===== config.mk =====
export PLATFORM = sky130hd
export DESIGN_NAME = palette_sequencer_flat
export DESIGN_NICKNAME = d
export VERILOG_FILES = /design/src/rtl/palette_sequencer_pkg.sv /design/src/rtl/palette_sequencer_if.sv /design/src/rtl/palette_sequencer_btn.sv /design/src/rtl/palette_sequencer.sv /design/src/flat_wrapper.sv
export SDC_FILE = /design/constraint.sdc
export NUM_CORES = 1
export LEC_CHECK = 0
export CORE_MARGIN = 2
export CORE_UTILIZATION = 55
export CTS_BUF_LIST = sky130_fd_sc_hd__clkbuf_8
export CTS_CLUSTER_SIZE = 12
export DETAILED_ROUTE_END_ITERATION = 12
export PLACE_DENSITY_LB_ADDON = 0.1
export SLEW_MARGIN = 10
export SYNTH_ARGS = -nofsm -noshare
export SYNTH_HDL_FRONTEND = slang
export SYNTH_SLANG_ARGS = --single-unit
export TNS_END_PERCENT = 10

===== constraint.sdc =====
create_clock -name clk -period 9.35 [get_ports clk]
set_clock_uncertainty 0.05 [all_clocks]
set_input_delay 2.805 -clock clk [delete_from_list [all_inputs] [get_ports clk]]
set_output_delay 2.805 -clock clk [all_outputs]
set_load 0.02 [all_outputs]

===== src/rtl/palette_sequencer_pkg.sv =====
// Purpose : shared colour constants, the 8-entry base colour table and sizing helpers.
// Latency : n/a (constants and pure functions only).
// Backpressure: n/a.
package color_pkg;

  localparam int COLOR_W = 24;
  localparam int BASE_N  = 8;

  // Packed so BASE[0] is the rightmost entry: 0 FF0000 ... 7 FFFFFF.
  localparam logic [BASE_N-1:0][COLOR_W-1:0] BASE = {
    24'hFFFFFF, 24'hFF8000, 24'hFF00FF, 24'h00FFFF,
    24'hFFFF00, 24'h0000FF, 24'h00FF00, 24'hFF0000
  };

  // Colour of player i in palette p. Truncating to 3 bits is the mod-8 wrap
  // into the base table.
  function automatic logic [COLOR_W-1:0] base_color(input int p, input int i, input int stride);
    logic [2:0] sel;
    sel = 3'(p + i * stride);
    return BASE[sel];
  endfunction

  // Palette index width, never narrower than one bit.
  function automatic int idx_width(input int n);
    return (n > 1) ? $clog2(n) : 1;
  endfunction

endpackage


===== src/rtl/palette_sequencer_if.sv =====
// Purpose : control inputs and colour outputs of the palette sequencer as one bundle.
// Latency : n/a (wires only).
// Backpressure: none; colour outputs are always valid.
// master: drives toggle_color, step_back, auto_en, flash; reads color_out, palette_idx, wrap.
// slave : the sequencer itself.
interface palette_sequencer_if #(
  parameter int NUM_PLAYERS  = 2,
  parameter int NUM_PALETTES = 4
);
  import color_pkg::*;

  localparam int IDX_W = idx_width(NUM_PALETTES);

  logic                           toggle_color;
  logic                           step_back;
  logic                           auto_en;
  logic [NUM_PLAYERS-1:0]         flash;
  logic [NUM_PLAYERS*COLOR_W-1:0] color_out;
  logic [IDX_W-1:0]               palette_idx;
  logic                           wrap;

  modport master (
    output toggle_color, step_back, auto_en, flash,
    input  color_out, palette_idx, wrap
  );

  modport slave (
    input  toggle_color, step_back, auto_en, flash,
    output color_out, palette_idx, wrap
  );

endinterface


===== src/rtl/palette_sequencer_btn.sv =====
// Purpose : 2-FF synchroniser plus rising-edge pulse for an asynchronous button level.
// Latency : rise is high in the cycle after the second sync flop captures the high level.
// Backpressure: none; a held level yields exactly one rise pulse.
// Ports: clk, reset (async active-high), btn_in (async level), rise (one-cycle pulse).
module btn_sync_edge (
  input  logic clk,
  input  logic reset,
  input  logic btn_in,
  output logic rise
);

  logic sync1_q, sync1_d;
  logic sync2_q, sync2_d;
  logic prev_q,  prev_d;

  always_comb begin
    sync1_d = btn_in;
    sync2_d = sync1_q;
    prev_d  = sync2_q;
  end

  always_ff @(posedge clk or posedge reset) begin
    if (reset) begin
      sync1_q <= 1'b0;
      sync2_q <= 1'b0;
      prev_q  <= 1'b0;
    end else begin
      sync1_q <= sync1_d;
      sync2_q <= sync2_d;
      prev_q  <= prev_d;
    end
  end

  assign rise = sync2_q & ~prev_q;

endmodule


===== src/rtl/palette_sequencer.sv =====
// Purpose : palette index stepping (buttons / auto timer), per-player flash and registered colour out.
// Latency : button to index 2 edges after sync capture, colour 1 edge after index; flash 1 edge.
// Backpressure: none; colour outputs are valid every cycle from reset onward.
// Ports: clk, reset (async active-high), bus (slave side of palette_sequencer_if).
module palette_sequencer
  import color_pkg::*;
#(
  parameter int                 NUM_PLAYERS   = 2,
  parameter int                 NUM_PALETTES  = 4,
  parameter int                 PLAYER_STRIDE = 2,
  parameter int                 AUTO_PERIOD   = 25_000_000,
  parameter int                 FLASH_LEN     = 12_500_000,
  parameter logic [COLOR_W-1:0] FLASH_COLOR   = 24'hFFFFFF
) (
  input logic                clk,
  input logic                reset,
  palette_sequencer_if.slave bus
);

  localparam int IDX_W = idx_width(NUM_PALETTES);
  localparam int CNT_W = $clog2(AUTO_PERIOD);
  localparam int FL_W  = $clog2(FLASH_LEN + 1);

  localparam logic [IDX_W-1:0] IDX_MAX = IDX_W'(NUM_PALETTES - 1);
  localparam logic [CNT_W-1:0] CNT_MAX = CNT_W'(AUTO_PERIOD - 1);
  localparam logic [FL_W-1:0]  FL_LOAD = FL_W'(FLASH_LEN);

  logic tog_rise;
  logic back_rise;

  btn_sync_edge u_tog (
    .clk    (clk),
    .reset  (reset),
    .btn_in (bus.toggle_color),
    .rise   (tog_rise)
  );

  btn_sync_edge u_back (
    .clk    (clk),
    .reset  (reset),
    .btn_in (bus.step_back),
    .rise   (back_rise)
  );

  logic [CNT_W-1:0] auto_cnt_q, auto_cnt_d;
  logic [IDX_W-1:0] idx_q, idx_d;
  logic             wrap_q, wrap_d;
  logic             auto_tick;
  logic             fwd_req;
  logic             do_fwd;
  logic             do_back;
  logic             btn_step;

  // Forward requests (button or timer) merge into a single +1. Any forward
  // request against a back edge cancels to no step at all.
  always_comb begin
    auto_tick = bus.auto_en && (auto_cnt_q == CNT_MAX);
    fwd_req   = tog_rise | auto_tick;
    do_fwd    = fwd_req & ~back_rise;
    do_back   = back_rise & ~fwd_req;
    btn_step  = (do_fwd & tog_rise) | do_back;

    idx_d  = idx_q;
    wrap_d = 1'b0;
    if (do_fwd) begin
      if (idx_q == IDX_MAX) begin
        idx_d  = '0;
        wrap_d = 1'b1;
      end else begin
        idx_d = idx_q + 1'b1;
      end
    end else if (do_back) begin
      if (idx_q == '0) begin
        idx_d  = IDX_MAX;
        wrap_d = 1'b1;
      end else begin
        idx_d = idx_q - 1'b1;
      end
    end

    // A manual step restarts the period so the next auto advance is a full
    // period after the user's action.
    if (!bus.auto_en || btn_step || auto_tick) begin
      auto_cnt_d = '0;
    end else begin
      auto_cnt_d = auto_cnt_q + 1'b1;
    end
  end

  always_ff @(posedge clk or posedge reset) begin
    if (reset) begin
      idx_q      <= '0;
      wrap_q     <= 1'b0;
      auto_cnt_q <= '0;
    end else begin
      idx_q      <= idx_d;
      wrap_q     <= wrap_d;
      auto_cnt_q <= auto_cnt_d;
    end
  end

  logic [NUM_PLAYERS-1:0][COLOR_W-1:0] color_all;

  for (genvar i = 0; i < NUM_PLAYERS; i++) begin : g_player
    logic [FL_W-1:0]    flash_cnt_q, flash_cnt_d;
    logic [COLOR_W-1:0] color_q, color_d;

    // Colour mux looks at the counter before this edge's update, so the flash
    // colour appears one edge after the pulse and lasts FLASH_LEN edges.
    always_comb begin
      flash_cnt_d = flash_cnt_q;
      if (bus.flash[i]) begin
        flash_cnt_d = FL_LOAD;
      end else if (flash_cnt_q != '0) begin
        flash_cnt_d = flash_cnt_q - 1'b1;
      end
      color_d = (flash_cnt_q != '0) ? FLASH_COLOR
                                    : base_color(int'(idx_q), i, PLAYER_STRIDE);
    end

    always_ff @(posedge clk or posedge reset) begin
      if (reset) begin
        flash_cnt_q <= '0;
        color_q     <= base_color(0, i, PLAYER_STRIDE);
      end else begin
        flash_cnt_q <= flash_cnt_d;
        color_q     <= color_d;
      end
    end

    assign color_all[i] = color_q;
  end

  assign bus.color_out   = color_all;
  assign bus.palette_idx = idx_q;
  assign bus.wrap        = wrap_q;

endmodule


===== src/flat_wrapper.sv =====
// flat-port wrapper written by rule: the top's interface ports become plain ports
module palette_sequencer_flat import color_pkg::*;
#(
  parameter int                 NUM_PLAYERS   = 2,
  parameter int                 NUM_PALETTES  = 4,
  parameter int                 PLAYER_STRIDE = 2,
  parameter int                 AUTO_PERIOD   = 25_000_000,
  parameter int                 FLASH_LEN     = 12_500_000,
  parameter logic [COLOR_W-1:0] FLASH_COLOR   = 24'hFFFFFF
)
  (clk, reset, bus_toggle_color, bus_step_back, bus_auto_en, bus_flash, bus_color_out, bus_palette_idx, bus_wrap);
  palette_sequencer_if #(.NUM_PLAYERS(NUM_PLAYERS), .NUM_PALETTES(NUM_PALETTES)) bus_i ();
  input logic clk;
  input logic reset;
  input wire logic [$bits(bus_i.toggle_color)-1:0] bus_toggle_color;
  input wire logic [$bits(bus_i.step_back)-1:0] bus_step_back;
  input wire logic [$bits(bus_i.auto_en)-1:0] bus_auto_en;
  input wire logic [$bits(bus_i.flash)-1:0] bus_flash;
  output wire logic [$bits(bus_i.color_out)-1:0] bus_color_out;
  output wire logic [$bits(bus_i.palette_idx)-1:0] bus_palette_idx;
  output wire logic [$bits(bus_i.wrap)-1:0] bus_wrap;
  assign bus_i.toggle_color = bus_toggle_color;
  assign bus_i.step_back = bus_step_back;
  assign bus_i.auto_en = bus_auto_en;
  assign bus_i.flash = bus_flash;
  assign bus_color_out = bus_i.color_out;
  assign bus_palette_idx = bus_i.palette_idx;
  assign bus_wrap = bus_i.wrap;
  palette_sequencer #(.NUM_PLAYERS(NUM_PLAYERS), .NUM_PALETTES(NUM_PALETTES), .PLAYER_STRIDE(PLAYER_STRIDE), .AUTO_PERIOD(AUTO_PERIOD), .FLASH_LEN(FLASH_LEN), .FLASH_COLOR(FLASH_COLOR)) u_core (.clk(clk), .reset(reset), .bus(bus_i));
endmodule

; ---- Word-level counts from Yosys, hierarchy flattened
; Memory sizes are Yosys's and may differ from the RTL's.
; Cells that the tools add are included.
[classes]
n_eq_ne = 2
muxes = 18
bitwise_logic = 11
reduce_logical = 10
n_addsub = 6
order_cmp = 2
[op_table]
columns = op, count
row1 = 24-bit 2-to-1 mux, 8
row2 = 24-bit binary-select mux with 2-bit select, 1
row3 = 24-bit nonzero test, 2
row4 = 24-bit by 1-bit subtractor with 24-bit output (second input constant), 2
row5 = 25-bit by 1-bit adder with 25-bit output (second input constant), 1
row6 = 25-bit == test (second input constant), 1
row7 = 25-bit 2-to-1 mux, 1
row8 = 2-bit 2-to-1 mux, 4
row9 = 2-bit nonzero test, 3
row10 = 1-bit AND, 5
row11 = 2-bit by 4-bit < comparator with 1-bit output (second input constant), 1
row12 = 3-bit by 4-bit < comparator with 1-bit output (second input constant), 1
row13 = 1-bit 2-to-1 mux, 4
row14 = 1-bit inverter, 4
row15 = 2-bit by 2-bit adder with 3-bit output (second input constant), 1
row16 = 2-bit by 1-bit adder with 2-bit output (second input constant), 1
row17 = 2-bit == test (second input constant), 1
row18 = 2-bit logical NOT, 1
row19 = 1-bit logical OR, 2
row20 = 1-bit bitwise OR, 2
row21 = 2-bit by 1-bit subtractor with 2-bit output (second input constant), 1
row22 = 1-bit logical AND, 1
row23 = 1-bit logical NOT, 1
[word_totals]
mem_bits_ro = 192
n_memories = 1
register_bits = 130
[memory_table]
columns = name, depth, width, read_ports, rd_ports_with_merged_regs, write_ports, line
row1 = (no name shown), 8, 24, 1, 0, 0, palette_sequencer_pkg.sv:20  ; return BASE[sel];

; ---- Logic depth before layout (Yosys ltp)
; Gate-level depths: netlist of run 1.
[logic_depth]
ltp_word = 9
depth_mapped = 12
mapped_depth_nobuf = 10

; ---- Hierarchy
; Synthesis of run 1 repeated with hierarchy kept, for this count alone.
[hier_totals]
hier_cells = 496
area_unflattened_um2 = 4809.6
[modules_own_cells]
columns = module, instances, area_each_um2, cells_per_inst, seq_area_each_um2
row1 = palette_sequencer, 1, 4624.4, 486, 2054.5
row2 = btn_sync_edge, 2, 92.6, 5, 75.1

; ---- Worst setup path before layout of run 1
; OpenSTA, ideal clock, no wires.
[synth_path]
path_type = input to register
startpoint = input port bus_auto_en
endpoint = register u_core.auto_cnt_q[16]
arrival_time_ns = 4.148
cell_stages = 10
path_buffers = 2
slack_ns = 5.020
setup_time_ns = 0.132
path_cell_list = nand4b_1 > nor4_1 > nor2_1 > inv_1 > ha_1 > nand2_1 > nand4bb_1 > clkbuf_1 > clkbuf_1 > nor2_1
[synth_via]
elab_chain_len = 8
word_cells_on_any_way = 11
[synth_rtl]
columns = element, line
row1 = start: declaration, flat_wrapper.sv:17  ; input wire logic [$bits(bus_i.auto_en)-1:0] bus_auto_en;
row2 = 1-bit logical AND, palette_sequencer.sv:57  ; auto_tick = bus.auto_en && (auto_cnt_q == CNT_MAX);
row3 = 1-bit bitwise OR, palette_sequencer.sv:58  ; fwd_req = tog_rise | auto_tick;
row4 = 1-bit AND or 1-bit inverter (tied branches), "palette_sequencer.sv:59, palette_sequencer.sv:60"
row5 = 1-bit AND (on tied branches), "palette_sequencer.sv:61, palette_sequencer.sv:60"
row6 = 1-bit bitwise OR, palette_sequencer.sv:61  ; btn_step = (do_fwd & tog_rise) | do_back;
row7 = 1-bit logical OR, palette_sequencer.sv:83  ; if (!bus.auto_en || btn_step || auto_tick) begin
row8 = 1-bit logical OR *, palette_sequencer.sv:83
row9 = 25-bit 2-to-1 mux *, palette_sequencer.sv:83
row10 = net u_core.auto_cnt_d[16], palette_sequencer.sv:45  ; logic [CNT_W-1:0] auto_cnt_q, auto_cnt_d;
row11 = end signal: assignment, palette_sequencer.sv:98  ; auto_cnt_q <= auto_cnt_d;
row12 = end: declaration, palette_sequencer.sv:45
; The timed path passes the listed nets; every way through them passes the cells marked *.
; A chain may end at the register's enable or synchronous reset.

; ---- Worst setup path in the final report of run 1
[layout_path]
startpoint = input port bus_auto_en
endpoint = register u_core.auto_cnt_q[18]
; Same word-level chain as after synthesis.

==> metrics.md, run 1 <==
| Metric | Value |
|---|---|
| Transition at the pin with the smallest max-transition slack | around 1.0 ns |
| Vert. Die Dim | 96.4 microns |
| Pin count of the biggest net entering global routing | 64 |
| Number of failing hold endpoints at the final stage | 0 |
| Post-detailed-routing wire length | roughly 8.4 mm |
| Mean Syn Cell Area | 9.73 sq um |
| Commonest non-fill, non-tap cell in the layout | sky130_fd_sc_hd__dfrtp_1 |
| Post-DP HPWL | 5.83 mm |
| Final setup violation count | 0 |
| Clock tree from TritonCTS | built |
| Area of all sequential standard cells | 2200 sq um |
| Number of nets in the finished design | 512 |
| Chip Width | 96.4 microns |
| Overall Global Routing Usage | about 20% |
| Post-Place Cells | slightly below 600 |
| Number of storage elements in the synthesis netlist | just under 90 |
| Filler cell count in the final layout | 700 |
| Number of placement rows | 33 |
| Buffer count from post-CTS setup fixing | 0 |
| Routability congestion estimate | about 0.84 |
| Number of maximum-capacitance violations | 0 |
| First-pass GRT wire length | 14.8 mm |
| Layout overhead on the synthesized area | 12.5% |
| Area of the multi-input gates | 2050 sq um |
| Leakage dissipation | ~2.0 nW |
| Setup repair after global routing missed its margin | false |
| Sink Count | 88 |
| Sequential-to-total area share from yosys stat | between 40% and 50% |
| Count of buffers inserted at the top-level ports | 57 |
| Critical path start-end classification | in2reg |
| Startpoint Class | primary input |
| Initial drt markers | roughly 110 |
| Die Footprint | 9280 sq um |
| Starting density of the core | 56.8% |
| PwrDens | 165 nW/um^2 |
| Post-detailed-route via-to-cell ratio | 5.67 |
| Run status | completed |
| Post-synth ARST share | 100% |
| Residual overflow from global routing | 0 |
| Share of post-route cells with drive strength above 1 | 6.59% |
| Clock transition time at the flip-flop clock pins of the worst setup and hold paths | 0.08 ns |
| Top fanout value on the critical path | 25 |
| DRC Markers | 0 |
| Main synth FF type | sky130_fd_sc_hd__dfrtp_1 |
| Top-Level Pins | 58 |
| Worst slew margin relative to its limit | 30.3% |
| Crit path DAT | 5.20 ns |
| Worst Hold Class | reg2reg |
| Leading cell types in the layout, fill and taps excluded | sky130_fd_sc_hd__dfrtp_1 (86), sky130_fd_sc_hd__nor2_1 (61), sky130_fd_sc_hd__clkdlybuf4s50_1 (57), sky130_fd_sc_hd__xor2_1 (30), sky130_fd_sc_hd__nand2_1 (28) |
| Distinct cell type count after synthesis | 50 |
| Top cell type by total area after synthesis | sky130_fd_sc_hd__dfrtp_1 |
| Antenna violations before repair | 0 |
| Crit path required time | ~9.6 ns |
| Synthesized net count | 498 |
| CTS Hold Buffers Added | 0 |
| Post-Synthesis Cell Area | 4690 sq um |
| Total clock buffers created by CTS | 9 |
| Mapped Cells | 482 |
| Clock root cell | sky130_fd_sc_hd__clkbuf_8 |
| Diodes inserted | 0 |
| Ys Warns | 0 |
| Number of flops mapped to enable cells by yosys | 0 |
| Portion of the clock cycle consumed by the worst path in the final layout | 53.3% |
| Maximum number of buffers from clock root to sink | 2 |
| Final total negative setup slack | 0 ns |
| Kind of end point of the critical path | flip-flop |
| Core Area | 8260 sq um |
| Routed wire length per instance | approximately 14 microns |
| H-tree lvl count | 3 |
| Share of the synthesized area in the top cell type | a little under half |
| Final core utilization | 63.9% |
| Post-route insts no fill | 606 |
| Vias after detailed routing | between 3k and 4k |
| Final number of max-transition violations | 0 |
| Count of cells resized by post-cts repair | 0 |
| Maximum achievable frequency | around 0.2 GHz |
| Number of optimization iterations in the first detailed-route pass | 4 |
| Tmin final | around 5.0 ns |
| Maximum resistive drop on vdd | around 0.0001 V |
| Most area-consuming cells after synthesis | sky130_fd_sc_hd__dfrtp_1 (46%), sky130_fd_sc_hd__buf_4 (6.7%), sky130_fd_sc_hd__xor2_1 (5.6%), sky130_fd_sc_hd__nor2_1 (4.9%), sky130_fd_sc_hd__xnor2_1 (3.7%) |
| Number of antenna-violating nets in the routed design | 0 |
| Clk_lat worst skew | 0.36 ns |
| Number of global-route vias before repair | 3286 |
## synthesized netlist by cell type, drive strengths merged (5+ instances only)
cell type	number
dfrtp	86
nor2	61
buf	43
xor2	30
nand2	28
nor4	26
nand3	22
xnor2	20
or3	18
clkbuf	13
inv	13
o21ai	10
ha	9
nand4	9
nor3	9
or4	9
a21oi	8
and3	8
nand2b	8
a211oi	7
nor2b	5
## path summary, 6_finish.rpt
kind,from,end,slack [ns],depth (start not counted)
worst max register to register,u_core.auto_cnt_q[0],u_core.auto_cnt_q[18],6.30,8
worst max-delay path,bus_auto_en,u_core.auto_cnt_q[18],4.36,7
worst min-delay path,u_core.u_back.sync1_q,u_core.u_back.prev_d,0.31,0
max in group asynchronous,reset,u_core.g_player[1].flash_cnt_q[13],5.44,3
worst min register to register,u_core.u_back.sync1_q,u_core.u_back.prev_d,0.31,0
min in group asynchronous,reset,u_core.auto_cnt_q[0],2.71,2
## sequential cells by signal (all words and copies together), names as in the netlist
| register | cells |
|---|---|
| u_core.u_back.prev_d | 1 |
| u_core.bus.palette_idx | 2 |
| u_core.u_tog.prev_d | 1 |
| u_core.u_tog.sync1_q | 1 |
| u_core.u_back.sync1_q | 1 |
| u_core.u_tog.prev_q | 1 |
| u_core.bus.wrap | 1 |
| u_core.u_back.prev_q | 1 |
| u_core.auto_cnt_q | 25 |
| u_core.g_player.color_q | 6 |
| u_core.g_player.flash_cnt_q | 48 |
## stage by stage
step	worst slack (ns)	hold WS (ns)	power, mW	instance area (sq um)
3_3_place_gp	4.08	0.283	0.555	5020
6_report	4.36	0.305	0.873	5280
3_5_place_dp	3.98	0.288	0.557	5020
2_1_floorplan	4.22	0.281	0.517	4690
4_1_cts	4.36	0.307	0.882	5270
5_1_grt	4.11	0.322	0.918	5280
## metal layers
layer / routed length (microns) / GRT usage, % / vias up
met5: 0 / 0 / -
met1: 4030 / 27.5 / 1668
met4: 184 / 7.86 / 0
met3: 365 / 3.29 / 16
met2: 3840 / 31.9 / 74
li1: - / - / 1676
## critical path: stages
cell	delay (ns)
sky130_fd_sc_hd__clkdlybuf4s50_1	0.52
sky130_fd_sc_hd__nand4b_1	0.11
sky130_fd_sc_hd__nor4_1	0.23
sky130_fd_sc_hd__nor2_1	0.11
sky130_fd_sc_hd__ha_1	0.22
sky130_fd_sc_hd__nand4bb_1	0.88
sky130_fd_sc_hd__nor2_1	0.33
## cell type report
cell class	count	share of cell area [%]
clock buffers	9	2.35
clock inverters	7	2.40
inverters	13	0.949
multi-input cells	325	38.9
flip-flops and latches	88	41.8
well taps	105	2.49
repair buffers	59	11.1
## power breakdown
group | leakage (nW) | internal (mW) | switching, mW | total (mW)
Combinational | 0.852 | 0.0516 | 0.0736 | 0.125
Clock | 0.122 | 0.181 | 0.142 | 0.323
Sequential | 1.05 | 0.401 | 0.0242 | 0.425
Total | 2.02 | 0.633 | 0.240 | 0.873
## cells by family (layout without fill, tap and decap cells)
| kind of cell | after synthesis | after routing | synth area share [%] |
|---|---|---|---|
| AND/OR/NAND/NOR | 217 | 217 | 24.4 |
| flip-flops | 88 | 88 | 47.0 |
| buffers and inverters | 69 | 88 | 9.34 |
| XOR/XNOR | 50 | 50 | 9.34 |
| AO/OA/AOI/OAI | 45 | 45 | 6.64 |
| adder cells (fa/ha/maj) | 9 | 9 | 2.40 |
| multiplexers | 4 | 4 | 0.854 |
Power figures use the tool's default switching activity.
==> inputs of run 2 (changes only) <==
CORE_UTILIZATION = 52   (was 55)
clock period = 4.1 ns   (was 9.35 ns; I/O delays follow)
==> run 2 against run 1 <==
  * Global-route usage down 1.5 points
  * Register-to-register slack worse by 4.9 ns
  * Sequential power up 130%
  * Critical path type unchanged
  * Largest power group unchanged
==> metrics.md, run 2 (synthesis gave the netlist of run 1 again) <==
| Metric | Value |
|---|---|
| Initial drt markers | 110 |
| Top fanout value on the critical path | 25 |
| Combinational group share of total power | 15.0% |
| Chip Width | 99.0 microns |
| Total clock buffers created by CTS | 9 |
| Reg with most FFs | u_core.g_player.flash_cnt_q |
| Final number of max-transition violations | 0 |
| Beginning of the worst register-to-register path | u_core.g_player[0].flash_cnt_q[0] |
| Vias after detailed routing | around 3.4k |
| Crit path required time | 4.29 ns |
| Largest registers ranked by flip-flop count | u_core.g_player.flash_cnt_q (48), u_core.auto_cnt_q (25), u_core.g_player.color_q (6) |
| Switching part of the total power | 27.6% |
| Starting density of the core | 53.8% |
| Number of global-route vias before repair | approximately 3.2k |
| Post-detailed-routing wire length | 8.53 mm |
| Clock root cell | sky130_fd_sc_hd__clkbuf_8 |
| Share of post-route cells with drive strength above 1 | 6.93% |
| Startpoint Class | primary input |
| Maximum number of buffers from clock root to sink | 2 |
| Internal power | 1.39 mW |
| Met2 usage in global routing | between 20 and 30% |
| Number of placement rows | 34 |
| Diodes inserted | 0 |
| Buffer count from post-CTS setup fixing | 0 |
| Worst slew margin relative to its limit | 35.7% |
| Core Area | 8720 sq um |
| First-pass GRT wire length | approximately 15 mm |
| Clk_lat worst skew | 0.36 ns |
| Count of buffers inserted at the top-level ports | 57 |
| Overall Global Routing Usage | 18.5% |
| Residual overflow from global routing | 0 |
| Transition at the pin with the smallest max-transition slack | 0.956 ns |
| Leakage dissipation | 2.03 nW |
| Cells on Worst Hold Path | 0 |
| Part of the power in registers | 50.6% |
| H-tree lvl count | 3 |
| Commonest non-fill, non-tap cell in the layout | sky130_fd_sc_hd__dfrtp_1 |
| Setup slack on the worst flop-to-flop path | around 1.4 ns |
| Portion of the clock cycle consumed by the worst path in the final layout | 69.5% |
| Tmin final | 2.85 ns |
| Sink of the worst hold path | u_core.u_back.prev_d |
| Total net switching power | about 0.53 mW |
| Leading cell types in the layout, fill and taps excluded | sky130_fd_sc_hd__dfrtp_1 (86), sky130_fd_sc_hd__nor2_1 (61), sky130_fd_sc_hd__clkdlybuf4s50_1 (57), sky130_fd_sc_hd__xor2_1 (30), sky130_fd_sc_hd__nand2_1 (28) |
| Run status | completed |
| PwrDens | 364 nW/um^2 |
| Count of cells resized by post-cts repair | 0 |
| Vert. Die Dim | 99.0 microns |
| CTS Hold Buffers Added | 0 |
| Maximum achievable frequency | around 0.35 GHz |
| Number of nets in the finished design | 516 |
| Design Power | 1.92 mW |
| Final setup violation count | 0 |
| Flip-flop count of the largest register, all copies and words added | 48 |
| Die Footprint | roughly 10000 sq um |
| Routed wire length per instance | 13.9 microns |
| Number of cells on the worst reg-to-reg path | 7 |
| Pin count of the biggest net entering global routing | 41 |
| Kind of end point of the critical path | flip-flop |
| Clock tree from TritonCTS | built |
| Critical path start-end classification | in2reg |
| Most utilized layer in the global route result | met2 |
| Sink Count | 88 |
| Antenna violations before repair | 0 |
| Post-detailed-route via-to-cell ratio | approximately 5.6 |
| Worst Hold Class | reg2reg |
| Layout overhead on the synthesized area | 12.5% |
| Worst reg2reg endpoint | u_core.g_player[0].flash_cnt_q[11] |
| Met1 usage in global routing | 25.1% |
| Top-Level Pins | slightly below 60 |
| Clock power frac | 34.4% |
| Routability congestion estimate | 0.853 |
| Maximum resistive drop on vdd | 0.000198 V |
| Clock transition time at the flip-flop clock pins of the worst setup and hold paths | 0.08 ns |
| Number of failing hold endpoints at the final stage | 0 |
| Hold Startpoint | u_core.u_back.sync1_q |
| Number of antenna-violating nets in the routed design | 0 |
| Global routing met3 resource utilization | 3.69% |
| Crit path DAT | 3.04 ns |
| Number of maximum-capacitance violations | 0 |
| Setup repair after global routing missed its margin | false |
| Post-DP HPWL | 6.01 mm |
| Number of optimization iterations in the first detailed-route pass | 4 |
| DRC Markers | 0 |
| Final total negative setup slack | 0 ns |
==> run 2: changes by cell type in the layout (fill, tap and decap cells not counted) <==
cell	previous run	this run
sky130_fd_sc_hd__buf_4	2	6
sky130_fd_sc_hd__bufinv_16	3	2
sky130_fd_sc_hd__clkbuf_8	9	10
sky130_fd_sc_hd__clkinv_2	1	2
sky130_fd_sc_hd__clkinv_4	1	0
sky130_fd_sc_hd__clkinvlp_4	1	2
sky130_fd_sc_hd__inv_1	12	13
sky130_fd_sc_hd__inv_6	1	0
sky130_fd_sc_hd__inv_8	1	0
sky130_fd_sc_hd__nor4_1	25	26
sky130_fd_sc_hd__nor4_2	1	0
==> run 2: through the flow <==
step | instances | hold slack (ns) | util [%] | instance area, sq um | worst slack, ns
2_1_floorplan | 482 | 0.281 | - | 4690 | 0.545
3_3_place_gp | 597 | 0.282 | 57.9 | 5050 | 0.959
3_5_place_dp | 597 | 0.287 | 57.9 | 5050 | 0.840
4_1_cts | 613 | 0.306 | 60.5 | 5280 | 1.22
5_1_grt | 613 | 0.319 | 60.5 | 5280 | 1.05
6_report | 613 | 0.304 | 60.5 | 5280 | 1.25
==> run 2: worst max-delay path, stage by stage <==
cell                              delay [ns]
sky130_fd_sc_hd__clkdlybuf4s50_1        0.51
sky130_fd_sc_hd__nand4b_1               0.11
sky130_fd_sc_hd__nor4_1                 0.24
sky130_fd_sc_hd__nor2_1                 0.10
sky130_fd_sc_hd__inv_1                  0.07
sky130_fd_sc_hd__ha_1                   0.23
sky130_fd_sc_hd__nand2_1                0.08
sky130_fd_sc_hd__nand4bb_1              0.10
sky130_fd_sc_hd__buf_4                  0.28
sky130_fd_sc_hd__nor2_1                 0.09
==> run 2: final cells by class <==
class / count / area (sq um)
flip-flops and latches: 88 / 2200
repair buffers: 63 / 616
fillers: 748 / 3450
multi-input cells: 325 / 2050
clock buffers: 10 / 138
well taps: 108 / 135
inverters: 13 / 50.0
clock inverters: 6 / 83.8
==> run 2: worst max-delay path by stage <==
| stage | end | depth (start not counted) | slack [ns] | from |
|---|---|---|---|---|
| detailed placement | u_core.auto_cnt_q[24] | 10 | 0.84 | bus_auto_en |
| floorplan | u_core.auto_cnt_q[0] | 1 | 0.54 | reset |
| finish | u_core.auto_cnt_q[19] | 10 | 1.25 | bus_auto_en |
| global placement | u_core.auto_cnt_q[3] | 10 | 0.96 | bus_auto_en |
| CTS | u_core.auto_cnt_q[24] | 10 | 1.22 | bus_auto_en |
| global route | u_core.auto_cnt_q[19] | 10 | 1.05 | bus_auto_en |
==> run 2: routing by layer <==
layer | vias to the layer above | wire length [microns]
li1 | 1679 | -
met1 | 1639 | 4130
met2 | 74 | 3960
met3 | 12 | 293
met4 | 0 | 150
met5 | - | 0
==> run 2: power groups by stage <==
stage / Combinational [mW] / Clock (mW) / Sequential (mW)
2_1_floorplan: 0.194 / 0 / 0.984
3_3_place_gp: 0.288 / 0 / 0.984
3_5_place_dp: 0.292 / 0 / 0.986
4_1_cts: 0.292 / 0.677 / 0.970
5_1_grt: 0.322 / 0.720 / 0.979
6_report: 0.288 / 0.660 / 0.970
==> inputs of run 3 (changes only) <==
clock period = 2.4 ns   (was 4.1 ns; I/O delays follow)
==> run 3 against run 2 <==
  * Sequential share of layout area down 2.9 points
  * Combinational power up 110%
  * Sequential power up 69%
  * Worst setup slack worse by 1.2 ns
  * Largest power group unchanged
  * Critical endpoint is now u_core.g_player[1].flash_cnt_q[21]
  * Worst hold slack worse by 0.0013 ns
  * Clock power up 59%
  * Global-route usage up 1.2 points
==> metrics.md, run 3 (synthesis gave the netlist of run 1 again) <==
| Metric | Value |
|---|---|
| Reg with most FFs | u_core.g_player.flash_cnt_q |
| Maximum resistive drop on vdd | 0.000364 V |
| Initial drt markers | approximately 120 |
| Vias after detailed routing | 3577 |
| Total net switching power | 0.934 mW |
| Transition at the pin with the smallest max-transition slack | 0.557 ns |
| Setup repair after global routing missed its margin | true |
| Post-route insts no fill | 647 |
| Commonest non-fill, non-tap cell in the layout | sky130_fd_sc_hd__dfrtp_1 |
| Routability congestion estimate | approximately 0.79 |
| Critical path start-end classification | reg2reg |
| Number of placement rows | 34 |
| CTS Hold Buffers Added | 0 |
| Post-detailed-route via-to-cell ratio | 5.53 |
| Chip Width | around 100 microns |
| Number of cells on the worst reg-to-reg path | 5 |
| Number of nets in the finished design | 550 |
| First-pass GRT wire length | between 15 and 20 mm |
| Maximum number of buffers from clock root to sink | 2 |
| Pin count of the biggest net entering global routing | 89 |
| Clock root cell | sky130_fd_sc_hd__clkbuf_8 |
| Number of global-route vias before repair | 3462 |
| Final total negative setup slack | 0 ns |
| Share of post-route cells with drive strength above 1 | 16.7% |
| Starting density of the core | about 54% |
| Residual overflow from global routing | 0 |
| Leakage dissipation | between 2 and 2.5 nW |
| Top fanout value on the critical path | 5 |
| Launch point of the worst path | u_core.g_player[1].flash_cnt_q[5] |
| Final number of max-transition violations | 0 |
| Crit path DAT | roughly 2.6 ns |
| Maximum achievable frequency | between 0.4 and 0.5 GHz |
| Post-DP HPWL | 6.35 mm |
| Overall Global Routing Usage | between 10% and 20% |
| Clk_lat worst skew | 0.35 ns |
| Clock transition time at the flip-flop clock pins of the worst setup and hold paths | around 0.080 ns |
| Internal power | 2.35 mW |
| Worst reg2reg endpoint | u_core.g_player[1].flash_cnt_q[21] |
| Final setup violation count | 0 |
| Part of the power in registers | 49.9% |
| Setup slack on the worst flop-to-flop path | roughly 0.0013 ns |
| Count of buffers inserted at the top-level ports | between 50 and 60 |
| DRC Markers | 0 |
| Vert. Die Dim | 99.0 microns |
| Core Area | 8720 sq um |
| Antenna violations before repair | 0 |
| Diodes inserted | 0 |
| Flip-flop count of the largest register, all copies and words added | 48 |
| Total clock buffers created by CTS | 9 |
| Run status | completed |
| Routed wire length per instance | 14.2 microns |
| Hold_ws | 0.303 ns |
| Switching part of the total power | 28.4% |
| Number of optimization iterations in the first detailed-route pass | 4 |
| Startpoint Class | flip-flop |
| Die Footprint | around 9800 sq um |
| Largest registers ranked by flip-flop count | u_core.g_player.flash_cnt_q (48), u_core.auto_cnt_q (25), u_core.g_player.color_q (6) |
| Combinational group share of total power | 18.1% |
| Sink Count | 88 |
| Number of failing hold endpoints at the final stage | 0 |
| H-tree lvl count | 3 |
| Layout overhead on the synthesized area | 20.9% |
| Number of maximum-capacitance violations | 0 |
| Post-detailed-routing wire length | 9.18 mm |
| Crit path required time | 2.57 ns |
| Post-Place Cells | 628 |
| PwrDens | 580 nW/um^2 |
| Worst Hold Class | reg2reg |
| Clock tree from TritonCTS | built |
| Kind of end point of the critical path | flip-flop |
| Clock power frac | between 30% and 40% |
| Leading cell types in the layout, fill and taps excluded | sky130_fd_sc_hd__dfrtp_1 (85), sky130_fd_sc_hd__nor2_1 (60), sky130_fd_sc_hd__clkdlybuf4s50_1 (57), sky130_fd_sc_hd__buf_4 (36), sky130_fd_sc_hd__xor2_1 (30) |
| Number of antenna-violating nets in the routed design | 0 |
| Top-Level Pins | 58 |
| Worst slew margin relative to its limit | about three fifths |
| Tmin final | 2.40 ns |
| Design Power | 3.29 mW |
| Beginning of the worst register-to-register path | u_core.g_player[1].flash_cnt_q[5] |
| Portion of the clock cycle consumed by the worst path in the final layout | 99.9% |
| Capturing instance or port of the critical path | u_core.g_player[1].flash_cnt_q[21] |
| Final core utilization | 65.0% |
[run 3: timing repair]
item                                    CTS  global route
pin swaps                                 7             4
gates cloned                              0             0
buffers inserted                          2             1
gates resized for setup                  10            19
endpoints found under the setup margin   41            49
[run 3: worst min-delay path by stage]
stage,cells after the start,slack (ns),startpoint,endpoint
final,0,0.30,u_core.u_tog.sync1_q,u_core.u_tog.prev_d
after global routing,0,0.32,u_core.u_tog.sync1_q,u_core.u_tog.prev_d
after CTS,0,0.30,u_core.u_tog.sync1_q,u_core.u_tog.prev_d
after detailed placement,0,0.28,u_core.u_tog.sync1_q,u_core.u_tog.prev_d
after global placement,0,0.28,u_core.u_back.sync1_q,u_core.u_back.prev_d
after floorplan,0,0.28,u_core.u_back.sync1_q,u_core.u_back.prev_d
[run 3: area by class of cell]
class                      count  area, sq um
clock inverter                 6         67.6
timing repair buffer          97          903
fill                         703         3050
tap                          108          135
multi-input combinational    325         2170
sequential                    88         2210
clock buffer                  10          138
inverter                      13         52.6
[run 3: critical path, cell delays in order, from the launching register on]
cell	delay, ns
sky130_fd_sc_hd__dfrtp_1	0.39
sky130_fd_sc_hd__or4_4	0.54
sky130_fd_sc_hd__or3_4	0.40
sky130_fd_sc_hd__a211o_4	0.31
sky130_fd_sc_hd__o31ai_2	0.22
sky130_fd_sc_hd__or3b_1	0.37
[run 3: routing by layer]
layer	share of wire, %	global-route usage (%)	vias to the layer above
met1	47	27.7	1765
met2	49	32.0	59
met4	0.64	4.43	0
met5	0	0	-
met3	3.4	3.83	4
li1	-	-	1749
[run 3: power by group through the flow]
stage / Combinational, mW / Clock, mW / Sequential [mW]
after floorplan: 0.333 / 0 / 1.68
after global placement: 0.554 / 0 / 1.66
after detailed placement: 0.570 / 0 / 1.67
after CTS: 0.591 / 1.08 / 1.64
after global routing: 0.668 / 1.14 / 1.66
final: 0.595 / 1.05 / 1.64
[run 3: through the flow]
stage	cell area, sq um	setup slack (ns)
3_3_place_gp	5310	-0.100
5_1_grt	5670	-0.0862
6_report	5670	0.00128
4_1_cts	5570	-0.0248
2_1_floorplan	4690	-0.117
3_5_place_dp	5310	-0.227
